$ cat config.mk
export PLATFORM = sky130hd
export DESIGN_NAME = enc_event_fifo
export DESIGN_NICKNAME = d
export VERILOG_FILES = /design/src/rtl/enc_event_pkg.sv /design/src/rtl/code_fifo.sv /design/src/rtl/enc_event_fifo.sv
export SDC_FILE = /design/constraint.sdc
export NUM_CORES = 1
export LEC_CHECK = 0
export BUFFER_PORTS_ARGS = -buffer_cell sky130_fd_sc_hd__clkbuf_2
export CAP_MARGIN = 20
export CORE_UTILIZATION = 63
export CTS_CLUSTER_SIZE = 24
export DETAILED_ROUTE_END_ITERATION = 16
export HOLD_SLACK_MARGIN = 0.06
export PLACE_DENSITY = 0.82
export SLEW_MARGIN = 5
export SYNTH_ARGS = -nofsm -noshare
export SYNTH_HDL_FRONTEND = slang
export SYNTH_SLANG_ARGS = --single-unit
$ cat constraint.sdc
create_clock -name clk -period 6.7 [get_ports clk]
set_clock_uncertainty 0.15 [all_clocks]
set_input_delay 0.67 -clock clk [delete_from_list [all_inputs] [get_ports clk]]
set_output_delay 0.67 -clock clk [all_outputs]
set_load 0.01 [all_outputs]
$ cat src/rtl/enc_event_pkg.sv
// Shared types and constants for the priority-encoder event path.
package enc_event_pkg;

    localparam int CODE_W = 3;

    typedef enum logic [1:0] {
        IDLE   = 2'd0,
        ARMING = 2'd1,
        HELD   = 2'd2
    } smp_state_e;

endpackage

$ cat src/rtl/code_fifo.sv
// Synchronous FIFO with a registered occupancy count and no read fall-through.
module code_fifo #(
    parameter int DEPTH  = 4,
    parameter int CODE_W = 3,
    localparam int AW    = $clog2(DEPTH),
    localparam int CW    = $clog2(DEPTH + 1)
) (
    input  logic              clk,
    input  logic              rst,
    input  logic              push,
    input  logic              pop,
    input  logic [CODE_W-1:0] din,
    output logic [CODE_W-1:0] dout,
    output logic [CW-1:0]     count,
    output logic              full,
    output logic              empty
);

    logic [CODE_W-1:0] mem [DEPTH];
    logic [AW-1:0]     wptr, rptr;
    logic              do_push, do_pop;

    assign full  = (count == CW'(DEPTH));
    assign empty = (count == '0);

    // A pop on a full FIFO frees the slot the same-cycle push lands in.
    assign do_pop  = pop && !empty;
    assign do_push = push && (!full || do_pop);

    always_ff @(posedge clk) begin
        if (rst) begin
            wptr  <= '0;
            rptr  <= '0;
            count <= '0;
        end else begin
            if (do_push) wptr <= wptr + AW'(1);
            if (do_pop)  rptr <= rptr + AW'(1);
            case ({do_push, do_pop})
                2'b10:   count <= count + CW'(1);
                2'b01:   count <= count - CW'(1);
                default: count <= count;
            endcase
        end
    end

    always_ff @(posedge clk) begin
        if (do_push) mem[wptr] <= din;
    end

    assign dout = mem[rptr];

endmodule

$ cat src/rtl/enc_event_fifo.sv
// Debounces the encoder index and queues one event per stable code.
module enc_event_fifo
    import enc_event_pkg::*;
#(
    parameter int DEPTH      = 4,
    parameter int STABLE_CYC = 3,
    parameter int CODE_W     = enc_event_pkg::CODE_W,
    localparam int CW        = $clog2(DEPTH + 1)
) (
    input  logic              clk,
    input  logic              rst,
    input  logic              in_idc,
    input  logic [CODE_W-1:0] in_y,
    output logic              out_valid,
    output logic [CODE_W-1:0] out_code,
    input  logic              out_ready,
    output logic [CW-1:0]     count,
    output logic              overflow
);

    localparam logic [7:0] LAST_CNT = 8'(STABLE_CYC - 1);

    smp_state_e        state_q, state_d;
    logic [CODE_W-1:0] cand_q, cand_d;
    logic [7:0]        cnt_q, cnt_d;
    logic              push;

    logic [CODE_W-1:0] fifo_dout;
    logic              fifo_full, fifo_empty;

    always_ff @(posedge clk) begin
        if (rst) begin
            state_q <= IDLE;
            cand_q  <= '0;
            cnt_q   <= '0;
        end else begin
            state_q <= state_d;
            cand_q  <= cand_d;
            cnt_q   <= cnt_d;
        end
    end

    always_comb begin
        state_d = state_q;
        cand_d  = cand_q;
        cnt_d   = cnt_q;
        push    = 1'b0;
        case (state_q)
            IDLE: begin
                if (in_idc) begin
                    state_d = ARMING;
                    cand_d  = in_y;
                    cnt_d   = 8'd1;
                end
            end
            ARMING: begin
                if (!in_idc) begin
                    state_d = IDLE;
                end else if (in_y != cand_q) begin
                    cand_d = in_y;
                    cnt_d  = 8'd1;
                end else if (cnt_q == LAST_CNT) begin
                    push    = 1'b1;
                    state_d = HELD;
                end else begin
                    cnt_d = cnt_q + 8'd1;
                end
            end
            HELD: begin
                if (!in_idc) begin
                    state_d = IDLE;
                end else if (in_y != cand_q) begin
                    state_d = ARMING;
                    cand_d  = in_y;
                    cnt_d   = 8'd1;
                end
            end
            default: state_d = IDLE;
        endcase
    end

    code_fifo #(
        .DEPTH  (DEPTH),
        .CODE_W (CODE_W)
    ) u_fifo (
        .clk   (clk),
        .rst   (rst),
        .push  (push),
        .pop   (out_ready),
        .din   (cand_q),
        .dout  (fifo_dout),
        .count (count),
        .full  (fifo_full),
        .empty (fifo_empty)
    );

    // The FSM still goes to HELD on a dropped push, so the loss is only visible here.
    always_ff @(posedge clk) begin
        if (rst)
            overflow <= 1'b0;
        else if (push && fifo_full && !out_ready)
            overflow <= 1'b1;
    end

    assign out_valid = !fifo_empty;
    assign out_code  = fifo_empty ? '0 : fifo_dout;

endmodule

Yosys cells after proc, flatten, opt, wreduce, memory -nomap -nowiden
Memory sizes are Yosys's and may differ from the RTL's. A register that Yosys moved wholly into a read port is not among the register bits.
Cells that the tools add are included.
{"block": "totals", "register_bits": 21, "latch_bits": 0, "mem_bits_rw": 12, "mem_bits_ro": 0, "inputBits": 7, "output_inout_bits": 8, "elab_cells": 75, "mem_count": 1}
{"name": "u_fifo.mem", "depth": 4, "width": 3, "read_ports": 1, "rd_ports_with_merged_regs": 1, "write_ports": 1, "line": "code_fifo.sv:19", "text": "logic [CODE_W-1:0] mem [DEPTH];"}
{"block": "classes", "n_addsub": 5, "n_mul": 0, "n_div": 0, "order_cmp": 0, "eq_ne": 17, "n_shift": 0, "muxes": 28, "bitwise": 0, "reduce_logical": 17}
{"op": "2-to-1 mux 8 bit", "n": 6}
{"op": "one-hot mux 8 bit (3 select lines)", "n": 1}
{"op": "2-to-1 mux 2 bit", "n": 8}
{"op": "2-to-1 mux 3 bit", "n": 4}
{"op": "!= test 3 bit, second input constant", "n": 4}
{"op": "one-hot mux 3 bit (2 select lines)", "n": 2}
{"op": "adder 8 x 1 -> 8 bit, second input constant", "n": 1}
{"op": "== test 8 x 2 -> 1 bit, second input constant", "n": 1}
{"op": "!= test 2 bit, second input constant", "n": 4}
{"op": "AND reduction 4 bit", "n": 2}
{"op": "2-to-1 mux 1 bit", "n": 6}
{"op": "one-hot mux 2 bit (3 select lines)", "n": 1}
{"op": "AND reduction 6 bit", "n": 1}
{"op": "adder 2 x 1 -> 2 bit, second input constant", "n": 2}
{"op": "== test 2 x 1 -> 1 bit, second input constant", "n": 2}
{"op": "== test 2 bit, second input constant", "n": 2}
{"op": "logical AND 1 bit", "n": 4}
{"op": "!= test 2 x 1 -> 1 bit, second input constant", "n": 2}
{"op": "nonzero test 2 bit", "n": 2}
{"op": "adder 3 x 1 -> 3 bit, second input constant", "n": 1}
{"op": "== test 3 bit, second input constant", "n": 1}
{"op": "zero test 1 bit", "n": 3}
{"op": "zero test 3 bit", "n": 1}
{"op": "!= test 3 bit", "n": 1}
{"op": "other kinds (5)", "n": 5}

Depth between registers and ports, before layout
Gate-level depths: netlist of the first run.
{"block": "depth", "word_depth": 8, "ltp_mapped": 9, "ltp_nobuf": 9}

By module
From an unflattened synthesis of the first run, not the netlist that was laid out.
{"block": "unflattened", "cells_unflattened": 185, "hier_area_um2": 1871.8}
{"mod": "code_fifo", "n_inst": 1, "cells_per_inst": 74, "area_each_um2": 964.7, "seq_area_each_um2": 540.5}
{"mod": "enc_event_fifo", "n_inst": 1, "cells_per_inst": 111, "area_each_um2": 907.1, "seq_area_each_um2": 280.3}

Least setup slack after synthesis of the first run
Ideal clock, no wire load.
{"block": "synth_timing", "kind": "in2reg", "from": "input in_y[2]", "to": "register u_fifo.count[2]", "setup_time_ns": 0.123, "arrival_ns": 2.418, "required_time_ns": 6.427, "setup_slack_ns": 4.009, "cell_stages": 8, "n_path_buf": 0, "path_cell_list": "xnor2_2 > nand3_2 > nor3_4 > nor2_1 > fa_1 > nor3b_2 > mux2i_1 > mux2_1"}
{"block": "synth_via", "elab_chain_len": 7, "elab_cells_between_ends": 9, "cone_classes": "3 x eq/ne; 4 x mux; 2 x reduce/logical"}
{"element": "from (decl)", "line": "enc_event_fifo.sv:13", "text": "input logic [CODE_W-1:0] in_y,"}
{"element": "!= test 3 bit (*)", "line": "enc_event_fifo.sv:59", "text": "end else if (in_y != cand_q) begin"}
{"element": "2-to-1 mux 1 bit (*)", "line": "enc_event_fifo.sv:59"}
{"element": "2-to-1 mux 1 bit (*)", "line": "enc_event_fifo.sv:57", "text": "if (!in_idc) begin"}
{"element": "2-to-1 mux 1 bit (*)", "line": "enc_event_fifo.sv:48", "text": "case (state_q)"}
{"element": "logical AND 1 bit (*)", "line": "code_fifo.sv:28", "text": "assign do_push = push && (!full || do_pop);"}
{"element": "== test 2 x 1 -> 1 bit / == test 2 bit (equally long branches)", "line": "code_fifo.sv:38", "text": "case ({do_push, do_pop})"}
{"element": "one-hot mux 3 bit (2 select lines) / nonzero test 2 bit (equally long branches)"}
{"element": "to (signal assigned)", "line": "code_fifo.sv:39", "text": "2'b10: count <= count + CW'(1);"}
{"element": "to (signal assigned)", "line": "code_fifo.sv:40", "text": "2'b01: count <= count - CW'(1);"}
{"element": "to (signal assigned)", "line": "code_fifo.sv:41", "text": "default: count <= count;"}
{"element": "to (decl)", "line": "code_fifo.sv:14", "text": "output logic [CW-1:0] count,"}
Every way passes the cells marked *; elsewhere a longest branch is shown, timed or not.
A chain may end at the register's enable or synchronous reset.

Worst setup path in the final report of the first run
{"block": "layout_timing", "from": "register cand_q[0]", "to": "register u_fifo.count[2]"}
{"block": "layout_via", "elab_chain_len": 7, "elab_cells_between_ends": 9, "cone_classes": "3 x eq/ne; 4 x mux; 2 x reduce/logical"}
{"element": "from (decl)", "line": "enc_event_fifo.sv:24", "text": "logic [CODE_W-1:0] cand_q, cand_d;"}
{"element": "from (signal assigned)", "line": "enc_event_fifo.sv:38", "text": "cand_q <= cand_d;"}
{"element": "!= test 3 bit (*)", "line": "enc_event_fifo.sv:59"}
{"element": "2-to-1 mux 1 bit (*)", "line": "enc_event_fifo.sv:59"}
{"element": "2-to-1 mux 1 bit (*)", "line": "enc_event_fifo.sv:57"}
{"element": "2-to-1 mux 1 bit (*)", "line": "enc_event_fifo.sv:48"}
{"element": "logical AND 1 bit (*)", "line": "code_fifo.sv:28"}
{"element": "== test 2 x 1 -> 1 bit / == test 2 bit (equally long branches)", "line": "code_fifo.sv:38"}
{"element": "one-hot mux 3 bit (2 select lines) / nonzero test 2 bit (equally long branches)"}
Marked as above.

==> flow_summary.ini, run 1 <==
[routing]
postRouteAntennaNets = 0
route.detailed.drc = 4
dr.pass1.iters = 10
drtIter0Drc = 119
vias_per_cell = 6.21
dr_total_vias = 1398
wl_per_cell_um = 15.4
wl_um = 3470

[worst_setup_path]
cp_max_fo = 6
worstSetupPathDepth = 8
cp-startpoint = cand_q[0]$_SDFFE_PP0P_
r2r_start = cand_q[0]$_SDFFE_PP0P_
cp-end-kind = flip-flop
cp_num_buf_inv = 0
worstPathArrival_ps = 2750
crit_path_start_kind = flip-flop
r2r_end = u_fifo.count[2]$_SDFFE_PP0P_
worstSetupPathType = flip-flop to flip-flop
crit_required_ps = 6790
crit_path_top_delay_cell = dfxtp_1
endpoint = u_fifo.count[2]$_SDFFE_PP0P_
r2r_slack_ps = 4040
cp_top_family = simple AND/OR/NAND/NOR gates
r2r_cells = 8
crit_chain = xnor2_2 -> nand3_2 -> nor3_4 -> nor2_1 -> fa_1 -> nor3b_2 -> mux2i_1 -> mux2_1
slowest_delay_ps = 410

[run_status]
violations = design-rule violations
status = finished, violations left

[flow_run]
drv_cap = 0

[placed_design]
place_inst = 217
hpwl_um = 2550
postPlaceCellArea_sq_mm = 0.00198
io_buffers = 14
gp_congestion = 0.903

[final_layout]
instances_no_fill = 225
drive_above_1_share_pct = 19.6
fill_cells = 199
final_nets = 211
final_area_sq_mm = 0.00203
syn_to_final_growth_pct = 7.05
num_antenna_cells = 0

[floorplan]
core-area_sq_mm = 0.00281
rows = 19
num_io_pins = 15
dieHeight_um = 56.9
dieArea_sq_mm = 0.00324
start_util_pct = 67.7
die_w_um = 56.9

[logic_synthesis]
synthArstFlopShare_pct = 0
avgSynthCellArea_sq_um = 10.7
synth_ff_type = dfxtp_1
synthCells = 178
synth_edf_count = 12
synth_cell_types = 48
ys_seq_elements = 35
synth_top_cell_by_area = dfxtp_1
yosysTopAreaCellShare_pct = 24.2
synthTopCellsByArea = dfxtp_1 (24%), edfxtp_1 (19%), ha_1 (6.6%)
synth_area_sq_mm = 0.00190
ys_seq_area_share_pct = 43.2
yosysWarnings = 0
syn-num-nets = 196

[timing]
fin_crit_sh_pct = 39.7
rsz0062_at_grt = false
tightestPinTransition_ps = 752
hold_violations = 0
fmax_ghz = 0.376
slew_violations = 0
setup_tns_ps = 0
post-route-min-period_ps = 2660
finalSetupViolCount = 0
slew_headroom_pct = 49.5

[pwr]
power_uw = 516
powerDensity_mw_per_mm2 = 254
power_leakage_nw = 0.796
vdd_drop_max_mv = 0.202

[clocking]
worst_skew_pair.late_latency_ps = 350
cts_buffers = 5
cts_tree = built
cts_setup_buffers = 0
hold_buffers = 0
cts.root.buffer_cell = clkbuf_4
numClockSinks = 35
clockBufferDepth = 2
cts-htree-levels = 2
post_cts_resized = 0
clk_pin_slew_ps = 110

[global_routing]
antenna_found_initial = 0
grt_use_total_pct = 24.5
grt_pass1_vias = 1283
gr-total-overflow = 0
grt_pass1_wl_um = 5860
grt_max_degree = 25

[min_path]
holdCritPathClass = flip-flop to flip-flop
cell families after synthesis:
kind of cell | synth area share (%)
AO/OA/AOI/OAI | 10.8
XOR/XNOR | 4.41
adder cells (fa/ha/maj) | 7.64
buffers and inverters | 3.29
flip-flops | 43.2
multiplexers | 8.50
AND/OR/NAND/NOR | 22.1
how the worst min path moves through the flow:
| stage | startpoint | to | cells past startpoint |
|---|---|---|---|
| 2_1_floorplan | cnt_q[7]$_SDFFE_PP0P_ | cnt_q[7]$_SDFFE_PP0P_ | 1 |
| 3_3_place_gp | cnt_q[7]$_SDFFE_PP0P_ | cnt_q[7]$_SDFFE_PP0P_ | 1 |
| 3_5_place_dp | cnt_q[7]$_SDFFE_PP0P_ | cnt_q[7]$_SDFFE_PP0P_ | 1 |
| 4_1_cts | cnt_q[7]$_SDFFE_PP0P_ | cnt_q[7]$_SDFFE_PP0P_ | 1 |
| 5_1_grt | cnt_q[7]$_SDFFE_PP0P_ | cnt_q[7]$_SDFFE_PP0P_ | 1 |
| 6_report | cnt_q[7]$_SDFFE_PP0P_ | cnt_q[7]$_SDFFE_PP0P_ | 1 |
through the flow:
step / util (%) / hold WS (ps) / setup slack, ps
finish: 72.5 / 333 / 4040
global placement: 70.4 / 301 / 3820
CTS: 72.5 / 333 / 4040
global route: 72.5 / 371 / 3890
floorplan: - / 284 / 4010
detailed placement: 70.4 / 319 / 3700
power by group:
part           internal (mW)  switching, mW
combinational         0.0679         0.0766
clock                 0.0400         0.0749
sequential             0.236         0.0206
placed cells by master, fill, tap and decap left out, types with 4 or more instances in the layout:
| cell type | count |
|---|---|
| o31ai_1 | 4 |
| nor2b_1 | 5 |
| dfxtp_1 | 23 |
| inv_1 | 8 |
| nand2_1 | 5 |
| clkbuf_4 | 5 |
| nor2_1 | 25 |
| edfxtp_1 | 12 |
| clkbuf_2 | 14 |
| and2_1 | 7 |
| o21ai_0 | 6 |
| ha_1 | 10 |
| mux2i_1 | 6 |
| and3_1 | 4 |
| a21oi_1 | 8 |
| nand4_1 | 4 |
cells in the mapped netlist, types with 4 or more instances:
cell      count
nor2_1       25
dfxtp_1      23
edfxtp_1     12
ha_1         10
a21oi_1       8
inv_1         8
and2_1        7
mux2i_1       6
o21ai_0       6
nand2_1       5
nor2b_1       5
and3_1        4
nand4_1       4
o31ai_1       4
per-layer routing:
metal / vias up / track usage [%] / share of wire [%]
li1: 676 / - / -
met1: 648 / 31.8 / 45
met2: 59 / 38.0 / 46
met3: 15 / 5.53 / 6.0
met4: 0 / 13.9 / 3.3
met5: - / 0 / 0
layout make-up:
class / count / area (sq um) / share of cell area, %
clock buffers: 5 / 37.5 / 1.85
clock inverters: 3 / 20.0 / 0.985
inverters: 8 / 30.0 / 1.48
multi-input cells: 129 / 1020 / 50.0
flip-flops and latches: 35 / 821 / 40.4
well taps: 31 / 38.8 / 1.91
repair buffers: 14 / 70.1 / 3.45
flip-flops by register name (all words and copies together) (netlist names), named ones only:
name,count
u_fifo.wptr,2
cnt_q,8
overflow,1
u_fifo.rptr,2
u_fifo.mem,12
u_fifo.count,3
state_q,2
cand_q,3
No activity file was read; power rests on OpenSTA's default activity.
==> inputs of run 2 (changes only) <==
--- a/config.mk
+++ b/config.mk
@@ -7,11 +7,11 @@
 export LEC_CHECK = 0
 export BUFFER_PORTS_ARGS = -buffer_cell sky130_fd_sc_hd__clkbuf_2
 export CAP_MARGIN = 20
-export CORE_UTILIZATION = 63
+export CORE_UTILIZATION = 59
 export CTS_CLUSTER_SIZE = 24
 export DETAILED_ROUTE_END_ITERATION = 16
 export HOLD_SLACK_MARGIN = 0.06
-export PLACE_DENSITY = 0.82
+export PLACE_DENSITY = 0.78
 export SLEW_MARGIN = 5
 export SYNTH_ARGS = -nofsm -noshare
 export SYNTH_HDL_FRONTEND = slang
==> constraint.sdc (replaced) <==
create_clock -name clk -period 2.6 [get_ports clk]
set_clock_uncertainty 0.15 [all_clocks]
set_input_delay 0.26 -clock clk [delete_from_list [all_inputs] [get_ports clk]]
set_output_delay 0.26 -clock clk [all_outputs]
set_load 0.01 [all_outputs]
==> run 2 against run 1 <==
The run now ends clean. Global-route usage fell by 2.3 points. Core utilization fell by 3.1 points. Via count fell by 2.7%. Critical path type is now input pin to flip-flop. Die area rose by 6.5%. Cell count rose by 7.6%.
==> flow_summary.ini, run 2 (synthesis results as in run 1) <==
[global_routing]
met3_usage_pct = 6.15
antenna_found_initial = 0
grt_pass1_vias = 1271
grt_pass1_wl_um = 5700
grt_max_degree = 25
groute.layer.met1.usage_pct = 28.4
gr-total-overflow = 0
grt_use_total_pct = 22.3
use_met2_pct = 37.3
grt-busiest-layer = met2

[worst_setup_path]
worstPathArrival_ps = 2510
cp_num_buf_inv = 2
cp_max_fo = 5
crit_path_start_kind = input pin
crit_required_ps = 2680
slowest_delay_ps = 530
cp_top_family = buffers and inverters
crit_path_top_delay_cell = dlygate4sd3_1
worstSetupPathType = input pin to flip-flop
crit_chain = dlygate4sd3_1 -> clkbuf_2 -> xnor2_4 -> nand3_2 -> nor3_4 -> nor2_1 -> fa_2 -> nor3b_2 -> mux2i_1 -> mux2_1
cp-end-kind = flip-flop

[clocking]
numClockSinks = 35
worst_skew_pair.late_latency_ps = 330
clockBufferDepth = 2
cts_tree = built
cts-htree-levels = 2
clk_pin_slew_ps = 100
cts_setup_buffers = 0
cts_buffers = 5
cts.root.buffer_cell = clkbuf_4

[final_layout]
instances_no_fill = 242
final_nets = 215
largest_reg_flops = 12
mostFrequentLayoutCells = nor2_1 (25), dfxtp_1 (23), clkbuf_2 (14)
num_antenna_cells = 0
reg.largest.list = u_fifo.mem (12), cnt_q (8)
final_common_cell = nor2_1
syn_to_final_growth_pct = 11.6
top_register = u_fifo.mem
drive_above_1_share_pct = 21.2

[timing]
post-route-min-period_ps = 2430
slew_violations = 0
finalSetupViolCount = 0
setup_tns_ps = 0
slew_headroom_pct = 44.3
rsz0062_at_grt = false
fmax_ghz = 0.411
tightestPinTransition_ps = 829
fin_crit_sh_pct = 93.6
hold_violations = 0

[routing]
postRouteAntennaNets = 0
wl_per_cell_um = 13.7
wl_um = 3320
drtIter0Drc = 73
dr.pass1.iters = 4
dr_total_vias = 1360
vias_per_cell = 5.62
route.detailed.drc = 0

[min_path]
holdCritPathClass = input pin to flip-flop

[floorplan]
dieHeight_um = 58.7
num_io_pins = 15
rows = 20
die_w_um = 58.7
dieArea_sq_mm = 0.00345
core-area_sq_mm = 0.00305
start_util_pct = 62.2

[flow_run]
drv_cap = 0

[placed_design]
place_inst = 233
hpwl_um = 2560
io_buffers = 14
gp_congestion = 0.823

[pwr]
powerDensity_mw_per_mm2 = 674
power_leakage_nw = 0.831
vdd_drop_max_mv = 0.363
power_mw = 1.43

[run_status]
status = complete, no violations
run 2: tightest hold or removal path: cells and delay by family:
kind / cells / cell delay [ps]
buffers and inverters: 1 / 120
muxes: 1 / 80
and+or+nand+nor: 1 / 70
run 2: path summary, 6_finish.rpt:
check	from	end	slack [ps]	depth (start not counted)
setup / recovery	in_y[1]	u_fifo.count[2]$_SDFFE_PP0P_	170	10
hold / removal	in_y[2]	cand_q[2]$_SDFFE_PP0P_	80	3
setup reg to reg	cnt_q[2]$_SDFFE_PP0P_	u_fifo.count[2]$_SDFFE_PP0P_	220	8
hold reg to reg	overflow$_SDFFE_PP0P_	overflow$_SDFFE_PP0P_	330	2
run 2: layer usage:
| layer | share of wire, % | vias to the layer above |
|---|---|---|
| li1 | - | 682 |
| met2 | 49 | 46 |
| met5 | 0 | - |
| met3 | 5.6 | 6 |
| met4 | 1.1 | 0 |
| met1 | 45 | 626 |
run 2: power by group:
| part | internal [mW] | switching, mW |
|---|---|---|
| registers | 0.607 | 0.0550 |
| logic | 0.183 | 0.197 |
| clock network | 0.202 | 0.185 |
run 2: layout make-up:
class	count	area, sq um
Multi-Input combinational cell	129	1030
Fill cell	258	933
Tap cell	44	55.1
Inverter	8	30.0
Clock buffer	5	37.5
Sequential cell	35	821
Timing Repair Buffer	18	103
Clock inverter	3	43.8
run 2: metrics by stage:
step	hold slack [ps]	setup WS (ps)	cell area, sq um	utilization [%]
2_1_floorplan	254	190	1900	-
3_3_place_gp	305	262	2010	66.0
3_5_place_dp	311	167	2010	66.0
4_1_cts	63.7	60.0	2110	69.0
5_1_grt	82.7	54.6	2120	69.4
6_report	75.1	167	2120	69.4
run 2: timing repair:
item | in CTS | in global routing
resized for setup | 0 | 2
setup endpoints to repair | 0 | 1
hold buffers | 1 | 0
endpoints found under the hold margin | 1 | 0
